<file path="config.mk">
export PLATFORM = sky130hd
export DESIGN_NAME = cakegame_uc
export DESIGN_NICKNAME = d
export VERILOG_FILES = /design/src/rtl/cakegame_pkg.sv /design/src/rtl/cakegame_uc.sv
export SDC_FILE = /design/constraint.sdc
export NUM_CORES = 1
export LEC_CHECK = 0
export CELL_PAD_IN_SITES_DETAIL_PLACEMENT = 1
export CELL_PAD_IN_SITES_GLOBAL_PLACEMENT = 2
export CORE_AREA = 2 2 59 61
export DETAILED_ROUTE_END_ITERATION = 16
export DIE_AREA = 0 0 61 63
export GPL_TIMING_DRIVEN = 0
export PLACE_DENSITY_LB_ADDON = 0.1
export REMOVE_ABC_BUFFERS = 1
export SLEW_MARGIN = 20
export SYNTH_ARGS = -nofsm -noshare
export SYNTH_HDL_FRONTEND = slang
export SYNTH_SLANG_ARGS = --single-unit
</file>
<file path="constraint.sdc">
create_clock -name clock -period 1.5 [get_ports clock]
set_clock_uncertainty 0.15 [all_clocks]
set_input_delay 0.225 -clock clock [delete_from_list [all_inputs] [get_ports clock]]
set_output_delay 0.225 -clock clock [all_outputs]
set_load 0.005 [all_outputs]
</file>
<file path="src/rtl/cakegame_pkg.sv">
// Shared state codes and output-select encodings for the cake-game control unit.
package cakegame_pkg;

    typedef enum logic [3:0] {
        IDLE      = 4'd0,
        INIT      = 4'd1,
        SHOW      = 4'd2,
        SHOW_GAP  = 4'd3,
        WAIT_PLAY = 4'd4,
        REGISTER  = 4'd5,
        COMPARE   = 4'd6,
        NEXT      = 4'd7,
        WON       = 4'd8,
        LOST      = 4'd9
    } state_t;

    localparam logic [1:0] OUT_BLANK = 2'd0;
    localparam logic [1:0] OUT_MEM   = 2'd1;
    localparam logic [1:0] OUT_BTN   = 2'd2;

endpackage

</file>
<file path="src/rtl/cakegame_uc.sv">
// Moore control unit sequencing show/play/compare rounds of the cake game.
// Outputs decode from the state register only, so they follow inputs by one cycle; no backpressure.
module cakegame_uc
    import cakegame_pkg::*;
(
    input  logic       clock,
    input  logic       reset,
    input  logic       start,
    input  logic       mode_sw,
    input  logic       end_mem_counter,
    input  logic       correct_play,
    input  logic       has_play,
    input  logic       end_show,
    input  logic       half_show,
    input  logic       timeout,
    output logic [1:0] out_sel,
    output logic       dificuldade,
    output logic       clear_reg,
    output logic       enable_reg,
    output logic       clear_mem_counter,
    output logic       enable_mem_counter,
    output logic       clear_show_counter,
    output logic       enable_show_counter,
    output logic       enable_timeout_counter,
    output logic       clear_points_counter,
    output logic       enable_points_counter,
    output logic       won,
    output logic       lost,
    output logic       done,
    output logic [3:0] db_estado
);

    state_t r_state;
    state_t w_next;
    logic   r_dificuldade;
    logic   w_accept_start;

    // A start is only honoured from the resting states; that is also the only time difficulty is sampled.
    assign w_accept_start = start &&
                            ((r_state == IDLE) || (r_state == WON) || (r_state == LOST));

    always_ff @(posedge clock) begin
        if (reset) begin
            r_state       <= IDLE;
            r_dificuldade <= 1'b0;
        end else begin
            r_state <= w_next;
            if (w_accept_start) begin
                r_dificuldade <= mode_sw;
            end
        end
    end

    always_comb begin
        w_next = r_state;
        case (r_state)
            IDLE, WON, LOST: if (start) w_next = INIT;
            INIT:            w_next = SHOW;
            SHOW: begin
                if (end_show)       w_next = WAIT_PLAY;
                else if (half_show) w_next = SHOW_GAP;
            end
            SHOW_GAP:        if (end_show) w_next = WAIT_PLAY;
            WAIT_PLAY: begin
                if (has_play)     w_next = REGISTER;
                else if (timeout) w_next = LOST;
            end
            REGISTER:        w_next = COMPARE;
            COMPARE: begin
                if (!correct_play)       w_next = LOST;
                else if (end_mem_counter) w_next = WON;
                else                      w_next = NEXT;
            end
            NEXT:            w_next = SHOW;
            default:         w_next = IDLE;
        endcase
    end

    always_comb begin
        out_sel                = OUT_BLANK;
        clear_reg              = 1'b0;
        enable_reg             = 1'b0;
        clear_mem_counter      = 1'b0;
        enable_mem_counter     = 1'b0;
        clear_show_counter     = 1'b0;
        enable_show_counter    = 1'b0;
        enable_timeout_counter = 1'b0;
        clear_points_counter   = 1'b0;
        enable_points_counter  = 1'b0;
        won                    = 1'b0;
        lost                   = 1'b0;
        done                   = 1'b0;
        case (r_state)
            INIT: begin
                clear_reg            = 1'b1;
                clear_mem_counter    = 1'b1;
                clear_show_counter   = 1'b1;
                clear_points_counter = 1'b1;
            end
            SHOW: begin
                out_sel             = OUT_MEM;
                enable_show_counter = 1'b1;
            end
            SHOW_GAP:  enable_show_counter = 1'b1;
            WAIT_PLAY: begin
                out_sel                = OUT_BTN;
                enable_timeout_counter = 1'b1;
            end
            REGISTER: begin
                out_sel    = OUT_BTN;
                enable_reg = 1'b1;
            end
            COMPARE:   out_sel = OUT_BTN;
            // Scoring happens on the way to the next round, so the final winning round is never counted.
            NEXT: begin
                enable_points_counter = 1'b1;
                enable_mem_counter    = 1'b1;
                clear_show_counter    = 1'b1;
                clear_reg             = 1'b1;
            end
            WON: begin
                won  = 1'b1;
                done = 1'b1;
            end
            LOST: begin
                lost = 1'b1;
                done = 1'b1;
            end
            default: ;
        endcase
    end

    assign dificuldade = r_dificuldade;
    assign db_estado   = r_state;

endmodule

</file>
==> metrics.cfg, run 1 <==
[outcome]
outcome = complete, but fails checks
failed_checks = setup timing

[yosys]
synthAdderAreaFrac = 0
yosysTopAreaCell = dfxtp_1
post-synth-top-area-fraction = 0.2174
synth-simple-area-share = 0.3913
syn_inst = 63
synth_mux_area_frac = 0.04620
synth_top_family_by_area = simple AND/OR/NAND/NOR gates
syn_area_um2 = 460.4
ys_types = 30
ys_warn_count = 0
synth_seq_cells = 5
avgSynthCellArea_um2 = 7.309
synth-xor-area-share = 0
yosysSeqAreaShare = 0.2174
synth_area_leaders = dfxtp_1 (22%), nor2_1 (9.0%), nor3_1 (6.5%), o2bb2ai_1 (5.7%), buf_4 (4.9%)
synth_compound_area_frac = 0.2283

[floorplan]
row_count = 21
io_pins = 29
start_util = 0.1425
dieWidth_um = 61
die_area_um2 = 3843
die_h_um = 63
core_um2 = 3232

[clocking]
cts_inserted_buffers = 3
cts_buffer_depth = 2
cts_tree = yes
worstSkewPairLatency_ps = 250
cts_root_buf = clkbuf_4
htreeDepth = 1
cts.clk_slew.worst_paths_ps = 50
clock_sinks = 5

[final_layout]
antennaDiodeCount = 0
final_nets = 127
drive_gt1_frac = 0.5948
mostFrequentLayoutCells = buf_4 (16), buf_6 (12), clkdlybuf4s50_1 (9), buf_2 (9), nor2_1 (6)
final_common_cell = buf_4
syn_to_final_growth_pct = 136.7

[placement]
gp_congestion = 0.6387
dp_hpwl_um = 1290
io_buffers = 28

[pwr]
ir_worst_vdd_mv = 0.4240
power_mw = 1.494
cellPowerDensity_nw_per_um2 = 1370
p_leak_nw = 0.5055

[routing]
post_drt_wl_per_cell_um = 13.12
finalWirelength_um = 2126
drc = 0
vias = 675
firstDrtPassIters = 4
ant_nets = 0
via_per_inst = 4.167
drtIter0Drc = 14

[hold_path]
hold_path_depth = 1
hp-start = db_estado[0]$_SDFFE_PP0P_
hold_class = reg -> reg
min_to = db_estado[0]$_SDFFE_PP0P_

[timing]
period_needed_ps = 1626
rsz0062_at_grt = true
fin_crit_sh = 1.084
tightestPinTransition_ps = 316.5
setup_tns_ps = -659.4
slew_violations = 0
fin_hold_ws_ps = 368.0
slew_headroom = 0.7885
finalSetupViolCount = 10
worst_slack_ps = -125.7
final_hold_viol_count = 0
fmax_ghz = 0.6151

[grt]
antenna_found_initial = 0
grt_pass1_wl_um = 3401
grt_pass1_vias = 714
grt_max_degree = 9
grt_overflow = 0
gr-usage-all-layers = 0.1181

[job]
maxCapViolations = 0

[setup_path]
max_stage_delay_ps = 470
cp.required_ps = 1510
timing.rr.end = db_estado[3]$_SDFFE_PP0P_
end_kind = flip-flop
r2r_cells = 5
r2r-start = db_estado[2]$_SDFFE_PP0P_
critPathMaxFanout = 6
cp_slowest_cell = or4_4
setup.worst_path.class = reg -> reg
crit_arrival_ps = 1640
r2r_setup_slack_ps = -130
path_cells = buf_6, nand2b_4, or4_4, a21oi_4, o2bb2ai_1
cp-start-kind = flip-flop

==> worst max path at each step <==
stage | end | startpoint
floorplan | clear_reg | db_estado[0]$_SDFFE_PP0P_
global placement | clear_show_counter | db_estado[0]$_SDFFE_PP0P_
detailed placement | clear_reg | db_estado[0]$_SDFFE_PP0P_
CTS | db_estado[3]$_SDFFE_PP0P_ | db_estado[2]$_SDFFE_PP0P_
global route | db_estado[3]$_SDFFE_PP0P_ | db_estado[2]$_SDFFE_PP0P_
finish | db_estado[3]$_SDFFE_PP0P_ | db_estado[2]$_SDFFE_PP0P_
==> metrics by stage <==
step | instances | worst slack, ps | util | cell area [um^2]
after CTS | 160 | -125.5 | 0.3268 | 1056
final | 162 | -125.7 | 0.3372 | 1090
after floorplan | 56 | -136.8 | - | 414.1
after global placement | 130 | -790.2 | 0.2327 | 752.0
after global routing | 162 | -193.6 | 0.3372 | 1090
after detailed placement | 130 | -772.0 | 0.2327 | 752.0
==> synth_stat cells <==
cell,instances
clkbuf_1,2
and3_1,1
a21oi_1,4
or2_2,1
buf_6,1
mux2i_1,1
a211oi_1,1
o311a_1,1
o2bb2ai_1,3
or3_1,1
nor4b_1,1
dfxtp_1,5
a21oi_2,1
nand3b_1,1
nor2_1,11
nand2b_1,3
o211ai_1,1
nand2_1,2
nor2b_1,1
inv_1,2
buf_2,1
nor3_1,6
nand4bb_1,1
or4_4,1
buf_4,3
o21ai_0,2
nand3_1,1
a21boi_0,2
mux2_2,1
nand2b_4,1
==> power by group <==
part	internal [mW]	switching, mW
combinational	0.649	0.440
clock	0.0969	0.0623
sequential	0.179	0.0654
==> worst max-delay path: cells and delay by family, from the launching register on <==
kind                   cells  cell delay (ps)
AO/OA/AOI/OAI              2              290
buffers and inverters      1              120
flip-flops                 1              370
AND/OR/NAND/NOR            2              610
==> kinds of logic (layout without fill, tap and decap cells) <==
family | Yosys count | after routing
buf+inv | 9 | 62
compound gates | 15 | 15
flops | 5 | 5
mux | 2 | 2
simple gates | 32 | 32
==> registers in the layout, summed over array words and instances, names as in the netlist <==
signal	flops
dificuldade	1
db_estado	4
==> final cells by class <==
type                            count  area [um^2]
Clock buffer                        3        22.52
Fill cell                         396         2142
Sequential cell                     5        115.1
Multi-Input combinational cell     49        391.6
Tap cell                           46        57.56
Inverter                            2        7.507
Clock inverter                      1        5.005
Timing Repair Buffer               56        490.5
==> routing by layer <==
layer  wire, um  GRT usage
met4          0    0.03261
met2       1075     0.1949
met3        102    0.02692
met1        949     0.1499
met5          0          0
==> timing repair <==
action	in CTS	in global routing
endpoints found under the setup margin	23	20
hold buffers	0	0
gates cloned	0	0
resized for setup	95	13
pin swaps	12	4
setup buffers	27	2
hold endpoints to repair	0	0
No activity file was read; power rests on OpenSTA's default activity.
==> run 2: changes to the inputs <==
GPL_ROUTABILITY_DRIVEN = 1   (was not set)
==> results of run 2 <==
Final layout, timing and power as in run 1 (identical DEF).
==> run 3: changes to the inputs <==
CORE_AREA = 2 2 50 71   (was 2 2 59 61)
DIE_AREA = 0 0 52 73   (was 0 0 61 63)
SETUP_SLACK_MARGIN = 0.15   (was not set)
==> metrics.cfg, run 3 (synthesis results as in run 1) <==
[routing]
vias = 697  ; was 675
via_per_inst = 4.224  ; was 4.167
post_drt_wl_per_cell_um = 13.50  ; was 13.12 um
firstDrtPassIters = 4  ; unchanged
ant_nets = 0  ; unchanged
drtIter0Drc = 7  ; was 14
drc = 0  ; unchanged
finalWirelength_um = 2228  ; was 2126 um

[setup_path]
path_cells = buf_12, nand2b_4, or4_4, nand4bb_1, o2bb2ai_1  ; was buf_6, nand2b_4, or4_4, a21oi_4, o2bb2ai_1
setup.worst_path.class = reg -> reg  ; unchanged
cp-start-kind = flip-flop  ; unchanged
cp.required_ps = 1450  ; was 1510 ps
critPathMaxFanout = 6  ; unchanged
crit_arrival_ps = 1580  ; was 1640 ps
end_kind = flip-flop  ; unchanged
max_stage_delay_ps = 480  ; was 470 ps
cp_slowest_cell = or4_4  ; unchanged

[grt]
gr-usage-all-layers = 0.1199  ; was 0.1181
grt_max_degree = 15  ; was 9
grt_pass1_wl_um = 3387  ; was 3401 um
met1_usage = 0.1320  ; was 0.1499
grt_pass1_vias = 707  ; was 714
busiest_layer = met2  ; unchanged
grt_overflow = 0  ; unchanged
grt_use_met2 = 0.2293  ; was 0.1949
use_met3 = 0.01025  ; was 0.02692
antenna_found_initial = 0  ; unchanged

[clocking]
ctsHoldBuffers = 0  ; unchanged
htreeDepth = 1  ; unchanged
clock_sinks = 5  ; unchanged
cts_root_buf = clkbuf_8  ; was clkbuf_4
cts.clk_slew.worst_paths_ps = 30  ; was 50 ps
cts_inserted_buffers = 3  ; unchanged
cts_buffer_depth = 2  ; unchanged
cts_tree = yes  ; unchanged
worstSkewPairLatency_ps = 210  ; was 250 ps

[final_layout]
mostFrequentLayoutCells = buf_4 (23), buf_2 (12), buf_6 (11)  ; was buf_4 (16), buf_6 (12), clkdlybuf4s50_1 (9), buf_2 (9), nor2_1 (6)
fin_cells = 165  ; was 162
syn_to_final_growth_pct = 163.0  ; was 136.7%
final_nets = 136  ; was 127
regArea_um2 = 115.1  ; unchanged
multi_input_area_um2 = 402.9  ; was 391.6 um^2
drive_gt1_frac = 0.6480  ; was 0.5948
final_common_cell = buf_4  ; unchanged
num-fill-cells = 385  ; was 396
largest_reg_flops = 4  ; unchanged
antennaDiodeCount = 0  ; unchanged

[outcome]
outcome = complete, but fails checks  ; unchanged
failed_checks = setup timing  ; unchanged

[floorplan]
core_um2 = 3222  ; was 3232 um^2
die_area_um2 = 3796  ; was 3843 um^2
die_h_um = 73  ; was 63 um
row_count = 25  ; was 21
start_util = 0.1429  ; was 0.1425
dieWidth_um = 52  ; was 61 um
io_pins = 29  ; unchanged

[timing]
rsz0062_at_grt = true  ; unchanged
slew_headroom = 0.7382  ; was 0.7885
worst_slack_ps = -129.1  ; was -125.7 ps
period_needed_ps = 1629  ; was 1626 ps
fin_crit_sh = 1.086  ; was 1.084
setup_tns_ps = -852.4  ; was -659.4 ps
final_hold_viol_count = 0  ; unchanged
fmax_ghz = 0.6139  ; was 0.6151 GHz
finalSetupViolCount = 11  ; was 10
tightestPinTransition_ps = 387.3  ; was 316.5 ps
slew_violations = 0  ; unchanged

[job]
maxCapViolations = 0  ; unchanged

[pwr]
power_frac_clock = 0.134  ; was 0.107
p_seq_frac = 0.135  ; was 0.164
ir_worst_vdd_mv = 0.6614  ; was 0.4240 mV
internal_power_mw = 1.175  ; was 0.9254 mW
p_leak_nw = 0.5538  ; was 0.5055 nW
power_switching_mw = 0.6208  ; was 0.5681 mW
combPwrFrac = 0.731  ; was 0.729
cellPowerDensity_nw_per_um2 = 1482  ; was 1370 nW/um^2
swShare = 0.3458  ; was 0.3804

[hold_path]
hold_class = reg -> reg  ; unchanged

[placement]
dp_slack_ps = -785.6  ; was -772.0 ps
dp_hpwl_um = 1344  ; was 1290 um
io_buffers = 28  ; unchanged
placed_cells = 124  ; was 130
gp_congestion = 0.6634  ; was 0.6387

==> run 3: cell count changes in the layout (fill, tap and decap cells not counted), sizes merged <==
cell / change
clkinv: -1
buf: +13
dlymetal6s2s: -1
clkbuf: -1
dlygate4sd2: -1
==> run 3: path summary, 6_finish.rpt <==
check                                 start                   endpoint  slack (ps)  cells after the start
setup reg to reg  db_estado[2]$_SDFFE_PP0P_  db_estado[0]$_SDFFE_PP0P_        -130                      5
hold reg to reg    dificuldade$_SDFFE_PP0P_   dificuldade$_SDFFE_PP0P_         340                      2
hold / removal     dificuldade$_SDFFE_PP0P_   dificuldade$_SDFFE_PP0P_         340                      2
setup / recovery  db_estado[2]$_SDFFE_PP0P_  db_estado[0]$_SDFFE_PP0P_        -130                      5
==> run 3: worst max-delay path, delay by kind of cell, from the launching register on <==
family | cells | cell delay (ps)
flip-flops | 1 | 360
AND/OR/NAND/NOR | 3 | 800
AO/OA/AOI/OAI | 1 | 80
buffers and inverters | 1 | 130
==> run 3: area by class of cell <==
| cell class | instances | area share |
|---|---|---|
| repair buffers | 65 | 0.4876 |
| multi-input cells | 49 | 0.3326 |
| flip-flops and latches | 5 | 0.09504 |
| well taps | 40 | 0.04132 |
| clock buffers | 4 | 0.03719 |
| inverters | 2 | 0.006198 |
==> run 3: layer usage <==
metal,wire (um),up-vias
met4,14,0
met2,1292,14
met1,839,336
met3,81,2
li1,-,345
met5,0,-
==> run 3: what timing repair did <==
item | in CTS | in global routing
setup buffers | 26 | 11
resized for setup | 103 | 17
setup endpoints to repair | 24 | 20
pin swaps | 9 | 10
endpoints found under the hold margin | 0 | 0
==> run 3: power groups by stage <==
| stage | Combinational, mW | Sequential, mW | Clock [mW] |
|---|---|---|---|
| after CTS | 1.15 | 0.251 | 0.249 |
| after detailed placement | 0.596 | 0.290 | 0 |
| after floorplan | 0.284 | 0.250 | 0 |
| after global routing | 1.41 | 0.246 | 0.256 |
| final | 1.31 | 0.242 | 0.241 |
| after global placement | 0.586 | 0.290 | 0 |
==> run 3: metrics by stage <==
stage / hold WS, ps / utilization / instance area, um^2 / total power, mW
finish: 344.2 / 0.3759 / 1211 / 1.795
global route: 375.6 / 0.3759 / 1211 / 1.914
CTS: 355.0 / 0.3398 / 1095 / 1.649
detailed placement: 354.7 / 0.2311 / 744.5 / 0.8861
global placement: 342.0 / 0.2311 / 744.5 / 0.8767
floorplan: 144.1 / - / 414.1 / 0.5341
